`src/rtl/lf_spi_cfg_regs_if.sv`:
```
// SPI pin bundle between the ARM (master) and the LF configuration receiver (slave).
interface lf_spi_cfg_regs_if;
  logic spck;
  logic mosi;
  logic ncs;
  logic miso;

  modport master (output spck, output mosi, output ncs, input miso);
  modport slave  (input spck, input mosi, input ncs, output miso);
endinterface

```
`src/rtl/lf_spi_cfg_regs.sv`:
```
// LF SPI configuration receiver: oversamples the SPI pins in pck0 and decodes 16-bit frames into registers.
// Optional readback over miso is built only when FPGA_SPI_READBACK_EN is defined.
module lf_spi_cfg_regs #(
  parameter int NUM_USER          = 4,
  parameter int SYNC_STAGES       = 2,
  parameter int FRAME_BITS        = 16,
  parameter int BLANK_CYCLES      = 8,
  parameter int DIV_RESET         = 95,
  parameter int ED_DEFAULT_THRESH = 127
) (
  input  logic                  pck0,
  input  logic                  rst,
  lf_spi_cfg_regs_if.slave      spi,
  output logic [7:0]            conf_word,
  output logic [7:0]            divisor,
  output logic [8*NUM_USER-1:0] user_bytes,
  output logic [2:0]            major_mode,
  output logic                  mode_valid,
  output logic                  cmd_strobe,
  output logic                  frame_err
);

  localparam int CW = $clog2(FRAME_BITS + 2);
  localparam int BW = $clog2(BLANK_CYCLES + 1);

  typedef enum logic [2:0] {WAIT_IDLE, IDLE, SHIFT, COMMIT, ERROR} state_t;

  logic [SYNC_STAGES-1:0] spck_sync_q, mosi_sync_q, ncs_sync_q;
  logic                   spck_prev_q;
  logic                   spck_s, mosi_s, ncs_s, spck_rise;

  state_t                 state_q, state_d;
  logic [CW-1:0]          bitcnt_q, bitcnt_d;
  logic [FRAME_BITS-1:0]  sr_q, sr_d;

  logic [7:0]             conf_q, div_q;
  logic [7:0]             user_q [NUM_USER];
  logic [BW-1:0]          blank_q;
  logic [2:0]             major_q;
  logic                   valid_q, strobe_q, err_q;

  logic [3:0]             op;
  logic [7:0]             data;
  logic                   commit, wr_conf, wr_div, mode_change, ed_load;
  logic [NUM_USER-1:0]    wr_user;
  logic                   sr_unused;

  always_ff @(posedge pck0) begin
    if (rst) begin
      spck_sync_q <= '0;
      mosi_sync_q <= '0;
      ncs_sync_q  <= '0;
      spck_prev_q <= 1'b0;
    end else begin
      spck_sync_q <= {spck_sync_q[SYNC_STAGES-2:0], spi.spck};
      mosi_sync_q <= {mosi_sync_q[SYNC_STAGES-2:0], spi.mosi};
      ncs_sync_q  <= {ncs_sync_q[SYNC_STAGES-2:0], spi.ncs};
      spck_prev_q <= spck_s;
    end
  end

  assign spck_s    = spck_sync_q[SYNC_STAGES-1];
  assign mosi_s    = mosi_sync_q[SYNC_STAGES-1];
  assign ncs_s     = ncs_sync_q[SYNC_STAGES-1];
  assign spck_rise = spck_s & ~spck_prev_q;

  always_ff @(posedge pck0) begin
    if (rst) begin
      state_q  <= WAIT_IDLE;
      bitcnt_q <= '0;
      sr_q     <= '0;
    end else begin
      state_q  <= state_d;
      bitcnt_q <= bitcnt_d;
      sr_q     <= sr_d;
    end
  end

  // SHIFT is only entered with ncs low, so ncs high there is the frame's closing edge.
  always_comb begin
    state_d  = state_q;
    bitcnt_d = bitcnt_q;
    sr_d     = sr_q;
    case (state_q)
      WAIT_IDLE: if (ncs_s) state_d = IDLE;
      IDLE: begin
        if (!ncs_s) begin
          state_d  = SHIFT;
          bitcnt_d = '0;
        end
      end
      SHIFT: begin
        if (ncs_s) begin
          state_d = (bitcnt_q == CW'(FRAME_BITS)) ? COMMIT : ERROR;
        end else if (spck_rise) begin
          sr_d = {sr_q[FRAME_BITS-2:0], mosi_s};
          if (bitcnt_q != CW'(FRAME_BITS + 1)) bitcnt_d = bitcnt_q + 1'b1;
        end
      end
      COMMIT:  state_d = IDLE;
      ERROR:   state_d = IDLE;
      default: state_d = WAIT_IDLE;
    endcase
  end

  assign op          = sr_q[FRAME_BITS-1 -: 4];
  assign data        = sr_q[7:0];
  assign commit      = (state_q == COMMIT);
  assign wr_conf     = commit && (op == 4'h1);
  assign wr_div      = commit && (op == 4'h2);
  assign mode_change = wr_conf && (data[7:5] != conf_q[7:5]);
  assign ed_load     = wr_conf && (data == 8'h01);
  assign sr_unused   = ^sr_q[11:8];

  genvar gi;
  generate
    for (gi = 0; gi < NUM_USER; gi++) begin : g_user
      assign wr_user[gi]           = commit && (op == 4'(3 + gi));
      assign user_bytes[8*gi +: 8] = user_q[gi];
    end
  endgenerate

  always_ff @(posedge pck0) begin
    if (rst) begin
      conf_q   <= 8'hE0;
      div_q    <= 8'(DIV_RESET);
      strobe_q <= 1'b0;
      err_q    <= 1'b0;
      for (int k = 0; k < NUM_USER; k++) user_q[k] <= 8'h00;
    end else begin
      strobe_q <= wr_conf | wr_div | (|wr_user);
      err_q    <= (state_q == ERROR);
      if (wr_conf) conf_q <= data;
      if (wr_div)  div_q  <= data;
      for (int k = 0; k < NUM_USER; k++) begin
        if (wr_user[k]) user_q[k] <= data;
      end
      if (ed_load) user_q[0] <= 8'(ED_DEFAULT_THRESH);
    end
  end

  // A fresh mode change always reloads; otherwise the count runs down and releases the latest mode.
  always_ff @(posedge pck0) begin
    if (rst) begin
      blank_q <= '0;
      major_q <= 3'b111;
      valid_q <= 1'b1;
    end else if (mode_change) begin
      blank_q <= BW'(BLANK_CYCLES);
      major_q <= 3'b111;
      valid_q <= 1'b0;
    end else if (blank_q != '0) begin
      blank_q <= blank_q - 1'b1;
      if (blank_q == BW'(1)) begin
        major_q <= conf_q[7:5];
        valid_q <= 1'b1;
      end
    end
  end

  assign conf_word  = conf_q;
  assign divisor    = div_q;
  assign major_mode = major_q;
  assign mode_valid = valid_q;
  assign cmd_strobe = strobe_q;
  assign frame_err  = err_q;

`ifdef FPGA_SPI_READBACK_EN
  logic        rb_arm_q;
  logic [3:0]  rb_addr_q;
  logic [15:0] tx_q;
  logic [7:0]  rb_data;
  logic        spck_fall;

  assign spck_fall = ~spck_s & spck_prev_q;

  always_comb begin
    rb_data = 8'h00;
    if (rb_addr_q == 4'd0) rb_data = conf_q;
    if (rb_addr_q == 4'd1) rb_data = div_q;
    for (int k = 0; k < NUM_USER; k++) begin
      if (rb_addr_q == 4'(k + 2)) rb_data = user_q[k];
    end
  end

  // The armed word is captured as the next frame opens so bit 15 is on miso before the first spck rise.
  always_ff @(posedge pck0) begin
    if (rst) begin
      rb_arm_q  <= 1'b0;
      rb_addr_q <= 4'h0;
      tx_q      <= '0;
    end else begin
      if (commit && op == 4'hF) begin
        rb_arm_q  <= 1'b1;
        rb_addr_q <= sr_q[3:0];
      end else if (state_q == ERROR) begin
        rb_arm_q <= 1'b0;
      end
      if (state_q == IDLE && !ncs_s) begin
        tx_q     <= rb_arm_q ? {4'hF, rb_addr_q, rb_data} : 16'h0000;
        rb_arm_q <= 1'b0;
      end else if (ncs_s) begin
        tx_q <= '0;
      end else if (state_q == SHIFT && spck_fall) begin
        tx_q <= {tx_q[14:0], 1'b0};
      end
    end
  end

  assign spi.miso = ~ncs_s & tx_q[15];
`else
  assign spi.miso = 1'b0;
`endif

endmodule

```
`src/flat_wrapper.sv`:
```
// flat-port wrapper written by rule: the top's interface ports become plain ports
module lf_spi_cfg_regs_flat 
#(
  parameter int NUM_USER          = 4,
  parameter int SYNC_STAGES       = 2,
  parameter int FRAME_BITS        = 16,
  parameter int BLANK_CYCLES      = 8,
  parameter int DIV_RESET         = 95,
  parameter int ED_DEFAULT_THRESH = 127
)
  (pck0, rst, conf_word, divisor, user_bytes, major_mode, mode_valid, cmd_strobe, frame_err, spi_spck, spi_mosi, spi_ncs, spi_miso);
  lf_spi_cfg_regs_if spi_i ();
  input  logic pck0;
  input  logic rst;
  output logic [7:0] conf_word;
  output logic [7:0] divisor;
  output logic [8*NUM_USER-1:0] user_bytes;
  output logic [2:0] major_mode;
  output logic mode_valid;
  output logic cmd_strobe;
  output logic frame_err;
  input wire logic [$bits(spi_i.spck)-1:0] spi_spck;
  input wire logic [$bits(spi_i.mosi)-1:0] spi_mosi;
  input wire logic [$bits(spi_i.ncs)-1:0] spi_ncs;
  output wire logic [$bits(spi_i.miso)-1:0] spi_miso;
  assign spi_i.spck = spi_spck;
  assign spi_i.mosi = spi_mosi;
  assign spi_i.ncs = spi_ncs;
  assign spi_miso = spi_i.miso;
  lf_spi_cfg_regs #(.NUM_USER(NUM_USER), .SYNC_STAGES(SYNC_STAGES), .FRAME_BITS(FRAME_BITS), .BLANK_CYCLES(BLANK_CYCLES), .DIV_RESET(DIV_RESET), .ED_DEFAULT_THRESH(ED_DEFAULT_THRESH)) u_core (.pck0(pck0), .rst(rst), .spi(spi_i), .conf_word(conf_word), .divisor(divisor), .user_bytes(user_bytes), .major_mode(major_mode), .mode_valid(mode_valid), .cmd_strobe(cmd_strobe), .frame_err(frame_err));
endmodule
```
`config.mk`:
```
export PLATFORM = sky130hd
export DESIGN_NAME = lf_spi_cfg_regs_flat
export DESIGN_NICKNAME = d
export VERILOG_FILES = /design/src/rtl/lf_spi_cfg_regs_if.sv /design/src/rtl/lf_spi_cfg_regs.sv /design/src/flat_wrapper.sv
export SDC_FILE = /design/constraint.sdc
export NUM_CORES = 1
export LEC_CHECK = 0
export BUFFER_PORTS_ARGS = -buffer_cell sky130_fd_sc_hd__buf_2
export CORE_MARGIN = 4
export CORE_UTILIZATION = 30
export CTS_BUF_LIST = sky130_fd_sc_hd__clkbuf_2 sky130_fd_sc_hd__clkbuf_4 sky130_fd_sc_hd__clkbuf_8
export DETAILED_ROUTE_END_ITERATION = 10
export GPL_TIMING_DRIVEN = 0
export PLACE_DENSITY = 0.62
export SYNTH_ARGS = -nofsm -noshare
export SYNTH_HDL_FRONTEND = slang
export SYNTH_SLANG_ARGS = --single-unit
```
`constraint.sdc`:
```
create_clock -name pck0 -period 1.8 [get_ports pck0]
set_input_delay 0.36 -clock pck0 [delete_from_list [all_inputs] [get_ports pck0]]
set_output_delay 0.36 -clock pck0 [all_outputs]
set_load 0.02 [all_outputs]
```
==> reports/summary.log, run 1 <==
qor: clock_network.numCtsBuffers 9
qor: yosys.yosys_warnings 0
qor: timing.hold_violations 0
qor: timing.timing.max_slew.rel_slack 0.595
qor: clock_network.cts_tree built
qor: final_layout.finalNetCount 410
qor: route.routed_wire_length_per_instance 14.5 um
qor: route.drtPass1Iterations 6
qor: run_status.status complete, no violations
qor: yosys.synth-async-reset-ratio 0
qor: placement.place.detailed.instances 535
qor: placement.placed_wire_length_estimate_after_detailed_placement 5420 um
qor: setup_path.timing.critical_path.required 1810 ps
qor: final_layout.antenna_cells_inserted 0
qor: yosys.synth_enable_flop_cells 32
qor: route.drtAntennaViolNets 0
qor: setup_path.reg2reg_depth 4
qor: setup_path.cp_data_arrival_time 1790 ps
qor: final_layout.syn_to_final_growth 23.8%
qor: setup_path.critPathMaxFanout 8
qor: power_and_ir_drop.internal_power 3.25 mW
qor: yosys.netlist-cell-type-count 47
qor: die.floorplan.initialDensity 0.305
qor: timing.grt_setup_unrepaired true
qor: global_routing.global_route.usage.total 0.114
qor: final_layout.filler_cell_count 1,159
qor: route.vias_per_cell 4.66
qor: power_and_ir_drop.power.combinational.fraction 0.095
qor: clock_network.cts_max_level 3
qor: timing.maxSlewViolCount 0
qor: final_layout.post_route_cells_drive_above_1_share 0.277
qor: placement.gp_congestion 0.742
qor: timing.fin_skew 12.4 ps
qor: setup_path.critical_path.endpoint_type register
qor: timing.worstMarginPinSlew 606 ps
qor: clock_network.clk_latency 350 ps
qor: power_and_ir_drop.ir_drop 459 uV
qor: yosys.yosysSeqAreaShare 0.576
qor: yosys.synth.cell_area 0.00365 mm2
qor: setup_path.rr_startpoint u_core.state_q[2]
qor: global_routing.antenna_found_initial 0
qor: final_layout.area_of_the_multi_input_gates 0.00150 mm2
qor: job.maxCapViolations 0
qor: yosys.syn_inst 330
qor: placement.place.port_buffers 58
qor: power_and_ir_drop.net_load_switching_power 0.994 mW
qor: final_layout.seq_area 0.00211 mm2
qor: power_and_ir_drop.power.density_cell_area 940 mW/mm2
qor: setup_path.ff2ff_setup_slack 10 ps
qor: route.post-route-drc-count 0
qor: worst_hold_path.hold_depth 2
qor: setup_path.crit-reg2reg-capture u_core.user_q[3][3]
qor: yosys.dominantRegCellSynth dfxtp_1
qor: power_and_ir_drop.power.leakage 1.89 nW
qor: power_and_ir_drop.clockPowerShare 0.385
qor: final_layout.final_util 0.378
qor: timing.setup_viol 0
qor: yosys.postSynthRegisterBits 89
qor: clock_network.clkSinkCount 89
qor: final_layout.layout.cells.non_filler 551
qor: die.die_h 118 um
qor: power_and_ir_drop.power_switching_share 0.234
qor: route.finalWirelength 7960 um
qor: die.core_area 0.0120 mm2
qor: global_routing.grt_first_pass_wirelength 12,800 um
qor: yosys.syn_avg_cell_area 11.1 um2
qor: route.via_count 2,570
qor: route.first_iter_violations 115
qor: die.fp-row-count 40
qor: worst_hold_path.hold-path-endpoint u_core.ncs_sync_q[0]
qor: timing.clock.fmax 560 MHz
qor: global_routing.grt_remaining_overflow 0
qor: yosys.syn_nets 341
qor: die.ios 60
qor: worst_hold_path.hold_path_startpoint spi_ncs
qor: timing.final_min_period_over_clock_period 0.992
qor: clock_network.cts.reportedPaths.clkPinSlew 90 ps
qor: global_routing.grt_max_degree 16
qor: power_and_ir_drop.pwr-share-seq 0.520
qor: die.die-area 0.0140 mm2
qor: worst_hold_path.class_of_the_worst_hold_path in -> reg
qor: timing.timing.final.crit_period 1790 ps
qor: clock_network.cts_buffer_depth 2
qor: setup_path.critical_path_class reg -> reg
qor: clock_network.cts-root-buf clkbuf_8
qor: die.die_span_in_x 118 um
qor: setup_path.start_kind register
qor: global_routing.first_global_vias 2,509
==> final cells by class <==
cell class	count	area share
plain buffers	21	0.0252
clock buffers	9	0.0274
flip-flops and latches	89	0.466
well taps	147	0.0407
repair buffers	61	0.0693
clock inverters	7	0.0260
multi-input cells	202	0.332
inverters	15	0.0125
==> placed cells by master (no fill, tap or decap), drive strengths merged, types with 5 or more instances in the layout <==
cell type,Yosys,final
nor2,31,31
ha,6,6
edfxtp,32,32
mux2i,24,24
nand2,15,15
buf,9,68
a21oi,11,11
a211o,9,9
and2,27,27
inv,15,16
nor2b,10,10
nand3,6,6
clkbuf,15,23
dfxtp,57,57
a21o,8,8
o21ai,8,8
nor4b,5,5
==> worst max-delay path: stages, from the launching register on <==
cell and delay [ps]:
dfxtp_1 320, buf_6 130, and4bb_2 370, nand3b_1 200, o21bai_2 430
==> synthesized netlist by cell type, drive strengths merged, types with 6 or more instances <==
master	instances	area, um2
dfxtp	57	1140
edfxtp	32	961
nand2	15	56.3
mux2i	24	240
nand3	6	30.0
a21o	8	60.1
nor2	31	116
nor2b	10	62.6
clkbuf	15	56.3
a21oi	11	55.1
a211o	9	78.8
inv	15	56.3
and2	27	169
o21ai	8	40.0
buf	9	52.6
ha	6	75.1
==> what timing repair did <==
action	4_1_cts	5_1_grt
gates resized for setup	11	24
hold buffers	0	0
hold endpoints to repair	0	0
setup buffers	1	2
pin swaps	1	5
setup endpoints to repair	58	78
==> worst max path at each step <==
stage                                  from                   to  slack [ps]  cells after the start
after floorplan           u_core.state_q[2]  u_core.user_q[0][0]          10                      4
after global placement                  rst  u_core.user_q[2][0]        -350                      4
after detailed placement                rst  u_core.user_q[3][5]        -410                      4
after CTS                 u_core.state_q[1]  u_core.user_q[3][6]        -200                      4
after global routing      u_core.state_q[1]  u_core.user_q[3][7]        -110                      4
final                     u_core.state_q[2]  u_core.user_q[3][3]          10                      4
==> state kept, by name, summed over array words and instances, names as in the netlist <==
signal and flops:
u_core.divisor 8, u_core.spck_sync_q 2, u_core.ncs_sync_q 2, u_core.mode_valid 1, u_core.mosi_sync_q 2, u_core.major_mode 3
u_core.cmd_strobe 1, u_core.sr_q 16, u_core.user_q 32, u_core.spck_prev_q 1, u_core.frame_err 1, u_core.blank_q 4
u_core.conf_word 8, u_core.bitcnt_q 5, u_core.state_q 3
==> stage by stage <==
stage | setup TNS [ps] | power, mW | hold WS [ps] | instance area, um2 | setup slack [ps]
5_1_grt | -2060 | 4.43 | 228 | 4520 | -106
3_3_place_gp | -13150 | 2.61 | 430 | 4120 | -353
4_1_cts | -3120 | 4.28 | 216 | 4410 | -204
2_1_floorplan | 0 | 2.54 | 414 | 3650 | 14.9
6_report | 0 | 4.25 | 237 | 4520 | 14.9
3_5_place_dp | -15120 | 2.63 | 433 | 4120 | -411
==> power groups by stage <==
stage,registers [mW],logic [mW],clock network (mW)
2_1_floorplan,2.27,0.265,0
3_3_place_gp,2.24,0.366,0
3_5_place_dp,2.25,0.381,0
4_1_cts,2.21,0.393,1.68
5_1_grt,2.22,0.456,1.75
6_report,2.21,0.401,1.64
==> cells by family (layout without fill, tap and decap cells) <==
family,after synthesis,in the layout,share of synthesized area
simple gates,115,115,0.183
flops,89,89,0.576
compound gates,52,52,0.0991
buf+inv,39,113,0.0452
mux,24,24,0.0658
fa+ha+maj,6,6,0.0206
xor+xnor,4,4,0.00960
other cells,1,1,0.00103
==> layer usage <==
metal | wire (um) | vias up | global-route usage | share of wire
li1 | - | 1275 | - | -
met1 | 3710 | 1227 | 0.148 | 0.47
met2 | 3810 | 60 | 0.184 | 0.48
met3 | 352 | 8 | 0.0330 | 0.044
met4 | 90 | 0 | 0.0330 | 0.011
met5 | 0 | - | 0 | 0
Power figures use the tool's default switching activity.
==> run 2: changes to the inputs <==
--- a/config.mk
+++ b/config.mk
@@ -12,6 +12,7 @@
 export DETAILED_ROUTE_END_ITERATION = 10
 export GPL_TIMING_DRIVEN = 0
 export PLACE_DENSITY = 0.62
+export SLEW_MARGIN = 40
 export SYNTH_ARGS = -nofsm -noshare
 export SYNTH_HDL_FRONTEND = slang
 export SYNTH_SLANG_ARGS = --single-unit
==> constraint.sdc (replaced) <==
create_clock -name pck0 -period 1.8 [get_ports pck0]
set_input_delay 0.18 -clock pck0 [delete_from_list [all_inputs] [get_ports pck0]]
set_output_delay 0.18 -clock pck0 [all_outputs]
set_load 0.02 [all_outputs]
==> run 2 against run 1 <==
Against the previous run: register-to-register slack better by 20 ps; first-iteration DRC count up 34%; via count down 2.3%; flip-flop and latch count unchanged; total power down 6.0%; largest cell class unchanged; clock power down 15%; hold slack worse by 190 ps; cell count down 0.54%.
==> reports/summary.log, run 2 (synthesis results as in run 1) <==
qor: global_routing.grt_first_pass_wirelength 12,900 um [+0.59%]
qor: route.routed_wire_length_per_instance 14.1 um [-2.2%]
qor: power_and_ir_drop.power.leakage 1.85 nW [-2.3%]
qor: setup_path.start_kind register
qor: setup_path.critical_path_class reg -> reg
qor: final_layout.syn_to_final_growth 21.4%
qor: timing.grt_setup_unrepaired true
qor: route.drtAntennaViolNets 0 [unchanged]
qor: power_and_ir_drop.p_total 3.99 mW [-6.0%]
qor: setup_path.cp_data_arrival_time 1780 ps [about the same]
qor: final_layout.seq_area 0.00210 mm2 [-0.12%]
qor: timing.fin_skew 9.68 ps [-2.69 ps]
qor: placement.placed_inst_area 0.00413 mm2 [+0.15%]
qor: placement.gp_congestion 0.742 [unchanged]
qor: final_layout.antenna_cells_inserted 0 [unchanged]
qor: setup_path.ff2ff_setup_slack 30 ps [+20 ps]
qor: die.floorplan.initialDensity 0.305 [unchanged]
qor: die.ios 60 [unchanged]
qor: final_layout.max_flop_register u_core.user_q
qor: final_layout.biggestRegsByFlops u_core.user_q x32, u_core.sr_q x16
qor: clock_network.numCtsBuffers 9 [unchanged]
qor: clock_network.cts_buffer_depth 2 [unchanged]
qor: timing.maxSlewViolCount 0 [unchanged]
qor: final_layout.final_cell_mix buf_2, dfxtp_1, edfxtp_1
qor: die.die_span_in_x 118 um [unchanged]
qor: die.core_area 0.0120 mm2 [unchanged]
qor: clock_network.cts_hold_buf 0 [unchanged]
qor: global_routing.grt_remaining_overflow 0 [unchanged]
qor: global_routing.first_global_vias 2,498 [-0.44%]
qor: run_status.status complete, no violations
qor: power_and_ir_drop.power.density_cell_area 901 mW/mm2 [-4.2%]
qor: timing.hold_violations 0 [unchanged]
qor: die.fp-row-count 40 [unchanged]
qor: final_layout.layout.cell_area.non_filler 0.00443 mm2 [-1.9%]
qor: timing.timing.max_slew.rel_slack 0.491 [-0.103]
qor: final_layout.area_of_the_multi_input_gates 0.00148 mm2 [-1.5%]
qor: clock_network.cts.reportedPaths.clkPinSlew 90 ps [about the same]
qor: final_layout.post_route_cells_drive_above_1_share 0.262 [-0.0154]
qor: timing.timing.final.crit_period 1770 ps [-18.2 ps]
qor: timing.clock.fmax 566 MHz [+1.0%]
qor: clock_network.cts_max_level 3 [unchanged]
qor: final_layout.filler_cell_count 1,168 [+0.78%]
qor: route.post-route-drc-count 0 [unchanged]
qor: clock_network.cts_tree built
qor: route.vias_per_cell 4.58 [-1.8%]
qor: die.die_h 118 um [unchanged]
qor: placement.placed_wire_length_estimate_after_detailed_placement 5410 um [-0.30%]
qor: route.via_count 2,510 [-2.3%]
qor: global_routing.antenna_found_initial 0 [unchanged]
qor: placement.place.port_buffers 58 [unchanged]
qor: setup_path.critPathMaxFanout 8 [unchanged]
qor: final_layout.finalNetCount 407 [-0.73%]
qor: job.maxCapViolations 0 [unchanged]
qor: global_routing.global_route.usage.total 0.114 [+0.000304]
qor: setup_path.timing.critical_path.required 1810 ps [about the same]
qor: route.first_iter_violations 154 [+34%]
qor: final_layout.final_util 0.370 [-0.00722]
qor: final_layout.largest_register_ff_count 32 [unchanged]
qor: timing.setup_viol 0 [unchanged]
qor: final_layout.layout.cells.most_common buf_2
qor: placement.place_worst_setup_slack -281 ps [+130 ps]
qor: setup_path.critical_path.endpoint_type register
qor: route.drtPass1Iterations 5 [-1]
qor: timing.worstMarginPinSlew 763 ps [+157 ps]
qor: route.finalWirelength 7740 um [-2.8%]
qor: clock_network.clk_latency 350 ps [about the same]
qor: die.die-area 0.0140 mm2 [unchanged]
qor: timing.setup_total_negative_slack 0 ps [unchanged]
qor: worst_hold_path.class_of_the_worst_hold_path in -> reg
qor: power_and_ir_drop.ir_drop 474 uV [+3.2%]
qor: clock_network.clkSinkCount 89 [unchanged]
qor: clock_network.cts-root-buf clkbuf_8
qor: timing.worst_slack_setup_final 33.1 ps [+18.2 ps]
qor: timing.final_min_period_over_clock_period 0.982 [-0.0101]
qor: global_routing.grt_max_degree 16 [unchanged]
[run 2: routing by layer]
| metal | routed length (um) | GRT usage | up-vias |
|---|---|---|---|
| li1 | - | - | 1262 |
| met1 | 3530 | 0.148 | 1178 |
| met2 | 3640 | 0.179 | 64 |
| met3 | 469 | 0.0397 | 6 |
| met4 | 97 | 0.0330 | 0 |
| met5 | 0 | 0 | - |
[run 2: cell type report]
class                           count  area share
Inverter                           15      0.0127
Buffer                             19      0.0220
Clock inverter                      6      0.0150
Clock buffer                       10      0.0311
Multi-Input combinational cell    202       0.334
Tap cell                          147      0.0415
Sequential cell                    89       0.475
Timing Repair Buffer               60      0.0689
[run 2: final timing paths]
path | from | endpoint | cells after the start
setup / recovery | u_core.state_q[2] | u_core.user_q[1][1] | 4
hold / removal | spi_ncs | u_core.ncs_sync_q[0] | 2
setup reg to reg | u_core.state_q[2] | u_core.user_q[1][1] | 4
hold reg to reg | u_core.ncs_sync_q[0] | u_core.ncs_sync_q[1] | 1
[run 2: critical path, cell delays in order (launching register included)]
cell and delay (ps):
dfxtp_1 320, buf_6 130, and4bb_2 370, nand3b_1 190
o21bai_2 420
[run 2: power breakdown]
group	switching [mW]	internal, mW
Combinational	0.218	0.174
Clock	0.712	0.682
Sequential	0.0531	2.15
[run 2: repair_timing]
item | CTS | global route
pin swaps | 1 | 2
setup endpoints to repair | 53 | 65
resized for setup | 14 | 12
setup buffers | 1 | 1
[run 2: through the flow]
stage | hold WS (ps) | instances
5_1_grt | 39.2 | 548
4_1_cts | 33.2 | 551
6_report | 49.1 | 548
2_1_floorplan | 308 | 330
3_3_place_gp | 406 | 535
3_5_place_dp | 414 | 535
==> run 3: changes to the inputs <==
--- a/config.mk
+++ b/config.mk
@@ -6,12 +6,12 @@
 export NUM_CORES = 1
 export LEC_CHECK = 0
 export BUFFER_PORTS_ARGS = -buffer_cell sky130_fd_sc_hd__buf_2
+export CAP_MARGIN = 10
 export CORE_MARGIN = 4
 export CORE_UTILIZATION = 30
 export CTS_BUF_LIST = sky130_fd_sc_hd__clkbuf_2 sky130_fd_sc_hd__clkbuf_4 sky130_fd_sc_hd__clkbuf_8
 export DETAILED_ROUTE_END_ITERATION = 10
 export GPL_TIMING_DRIVEN = 0
-export PLACE_DENSITY = 0.62
 export SLEW_MARGIN = 40
 export SYNTH_ARGS = -nofsm -noshare
 export SYNTH_HDL_FRONTEND = slang
==> run 3 against run 2 <==
Against the previous run: fmax is 0.70% higher; utilization up 0.26 points; global-route usage is 0.29 points higher; flip-flop and latch count did not move; routed wire length grew 1.3%; critical path type unchanged; largest cell class unchanged; largest power group unchanged.
==> reports/summary.log, run 3 (synthesis results as in run 1) <==
qor: route.drtPass1Iterations 4 [-1]
qor: placement.place_worst_setup_slack -326 ps [-46.0 ps]
qor: placement.gp_congestion 0.758 [+2.1%]
qor: timing.final_min_period_over_clock_period 0.975 [-0.00685]
qor: setup_path.timing.critical_path.required 2050 ps [+240 ps]
qor: global_routing.grt_remaining_overflow 0 [unchanged]
qor: worst_hold_path.hold-path-endpoint u_core.mosi_sync_q[0]
qor: clock_network.clkSinkCount 89 [unchanged]
qor: setup_path.cp_data_arrival_time 2000 ps [+220 ps]
qor: final_layout.layout.cells.non_filler 554 [+1.1%]
qor: timing.clock.fmax 570 MHz [+0.70%]
qor: power_and_ir_drop.power_switching_share 0.272 [+0.0256]
qor: final_layout.final_cell_mix buf_2, dfxtp_1, edfxtp_1
qor: timing.maxSlewViolCount 0 [unchanged]
qor: route.drtAntennaViolNets 0 [unchanged]
qor: setup_path.ff2ff_setup_slack 50 ps [about the same]
qor: timing.fin_skew 9.63 ps [-0.0492 ps]
qor: final_layout.layout.cells.most_common buf_2
qor: power_and_ir_drop.pwr-share-seq 0.562 [+0.009]
qor: timing.timing.max_slew.rel_slack 0.499 [+0.00772]
qor: setup_path.crit_path_max_incr_delay 430 ps [about the same]
qor: setup_path.reg2reg_depth 6 [+2]
qor: final_layout.area_of_the_multi_input_gates 0.00148 mm2 [+0.25%]
qor: setup_path.critical_path.endpoint_type register
qor: global_routing.first_global_vias 2,592 [+3.8%]
qor: route.first_iter_violations 215 [+40%]
qor: clock_network.cts_tree built
qor: setup_path.path_cells clkbuf_1, nor4_1, nand2_1, nor4_4, buf_4, a21o_1
qor: power_and_ir_drop.clockPowerShare 0.333 [-0.016]
qor: die.die-area 0.0140 mm2 [unchanged]
qor: route.via_count 2,573 [+2.5%]
qor: worst_hold_path.hold_path_startpoint spi_mosi
qor: die.die_span_in_x 118 um [unchanged]
qor: clock_network.cts_max_level 3 [unchanged]
qor: die.die_h 118 um [unchanged]
qor: setup_path.worst_path_max_delay_cell nor4_1
qor: job.maxCapViolations 0 [unchanged]
qor: timing.timing.final.crit_period 1750 ps [-12.3 ps]
qor: global_routing.global_route.usage.total 0.117 [+0.00294]
qor: final_layout.finalNetCount 413 [+1.5%]
qor: die.fp-row-count 40 [unchanged]
qor: clock_network.cts.reportedPaths.clkPinSlew 100 ps [about the same]
qor: power_and_ir_drop.power.leakage 1.86 nW [+0.54%]
qor: setup_path.critPathMaxFanout 10 [+2]
qor: final_layout.seq_area 0.00211 mm2 [+0.18%]
qor: run_status.status complete, no violations
qor: die.core_area 0.0120 mm2 [unchanged]
qor: global_routing.grt_first_pass_wirelength 13,100 um [+1.4%]
qor: final_layout.syn_to_final_growth 22.2%
qor: placement.place.detailed.instances 535 [unchanged]
qor: timing.grt_setup_unrepaired false
qor: power_and_ir_drop.internal_power 2.86 mW [-5.1%]
qor: route.post-route-drc-count 0 [unchanged]
qor: clock_network.cts_buffer_depth 2 [unchanged]
qor: power_and_ir_drop.power.density_cell_area 879 mW/mm2 [-2.4%]
qor: final_layout.biggestRegsByFlops u_core.user_q x32, u_core.sr_q x16
qor: placement.place.port_buffers 58 [unchanged]
qor: worst_hold_path.class_of_the_worst_hold_path in -> reg
qor: power_and_ir_drop.net_load_switching_power 1.07 mW [+8.5%]
qor: placement.placed_wire_length_estimate_after_detailed_placement 5390 um [-0.26%]
qor: setup_path.crit-reg2reg-capture u_core.user_q[0][1]
qor: clock_network.cts_hold_buf 0 [unchanged]
qor: setup_path.start_kind register
qor: final_layout.filler_cell_count 1,178 [+0.86%]
qor: die.floorplan.initialDensity 0.305 [unchanged]
qor: power_and_ir_drop.ir_drop 372 uV [-21%]
qor: timing.worstMarginPinSlew 752 ps [-11.6 ps]
qor: die.ios 60 [unchanged]
qor: setup_path.critical_path_class reg -> reg
qor: global_routing.grt_max_degree 18 [+2]
qor: timing.setup_viol 0 [unchanged]
qor: route.routed_wire_length_per_instance 14.2 um [+0.23%]
qor: route.vias_per_cell 4.64 [+1.4%]
qor: timing.hold_violations 0 [unchanged]
qor: global_routing.antenna_found_initial 0 [unchanged]
qor: clock_network.cts-root-buf clkbuf_8
qor: final_layout.max_flop_register u_core.user_q
qor: power_and_ir_drop.power.combinational.fraction 0.105 [+0.007]
qor: clock_network.clk_latency 370 ps [+20 ps]
qor: clock_network.numCtsBuffers 9 [unchanged]
qor: final_layout.post_route_cells_drive_above_1_share 0.278 [+0.0158]
qor: final_layout.largest_register_ff_count 32 [unchanged]
qor: timing.worst_hold_slack 24.9 ps [-24.2 ps]
qor: route.finalWirelength 7850 um [+1.3%]
qor: timing.worst_slack_setup_final 45.4 ps [+12.3 ps]
qor: final_layout.antenna_cells_inserted 0 [unchanged]
qor: worst_hold_path.hold_depth 2 [unchanged]
qor: setup_path.rr_startpoint u_core.sr_q[7]
qor: power_and_ir_drop.p_total 3.92 mW [-1.7%]
[run 3: worst max path at each step]
stage,startpoint,endpoint,cells after the start
after floorplan,u_core.state_q[2],u_core.user_q[0][0],4
after global placement,u_core.sr_q[13],u_core.user_q[0][6],4
after detailed placement,u_core.sr_q[13],u_core.user_q[0][1],4
after CTS,u_core.state_q[1],u_core.user_q[2][6],5
after global routing,u_core.sr_q[7],u_core.user_q[0][4],4
final,u_core.sr_q[7],u_core.user_q[0][1],6
[run 3: metrics by stage]
step / area, um2 / setup TNS (ps) / util
floorplan: 3650 / 0 / -
global placement: 4120 / -9980 / 0.345
detailed placement: 4130 / -11150 / 0.345
CTS: 4360 / 0 / 0.365
global route: 4460 / 0 / 0.373
finish: 4460 / 0 / 0.373
[run 3: timing repair]
action                                  4_1_cts  5_1_grt
endpoints found under the setup margin       50       90
pin swaps                                     0        5
gates resized for setup                      12       24
setup buffers                                 1        4
[run 3: power groups by stage]
stage | sequential (mW) | combinational (mW) | clock [mW]
detailed placement | 2.25 | 0.397 | 0
finish | 2.20 | 0.411 | 1.31
global placement | 2.24 | 0.368 | 0
CTS | 2.21 | 0.406 | 1.34
global route | 2.21 | 0.452 | 1.43
floorplan | 2.27 | 0.265 | 0
[run 3: area by class of cell]
type,instances,share of cell area
clock inverter,7,0.0140
sequential,89,0.473
clock buffer,9,0.0278
timing repair buffer,63,0.0735
tap,147,0.0412
inverter,15,0.0126
multi-input combinational,202,0.332
buffer,22,0.0261
[run 3: worst max-delay path, delay by kind of cell (launching register included)]
family | cells | cell delay (ps)
simple gates | 3 | 790
buf+inv | 2 | 440
flops | 1 | 310
compound gates | 1 | 90
[run 3: metal layers]
metal | vias up | GRT usage | part of all wire
li1 | 1277 | - | -
met3 | 12 | 0.0306 | 0.060
met1 | 1212 | 0.150 | 0.46
met4 | 0 | 0.0527 | 0.020
met2 | 72 | 0.185 | 0.46
met5 | - | 0 | 0
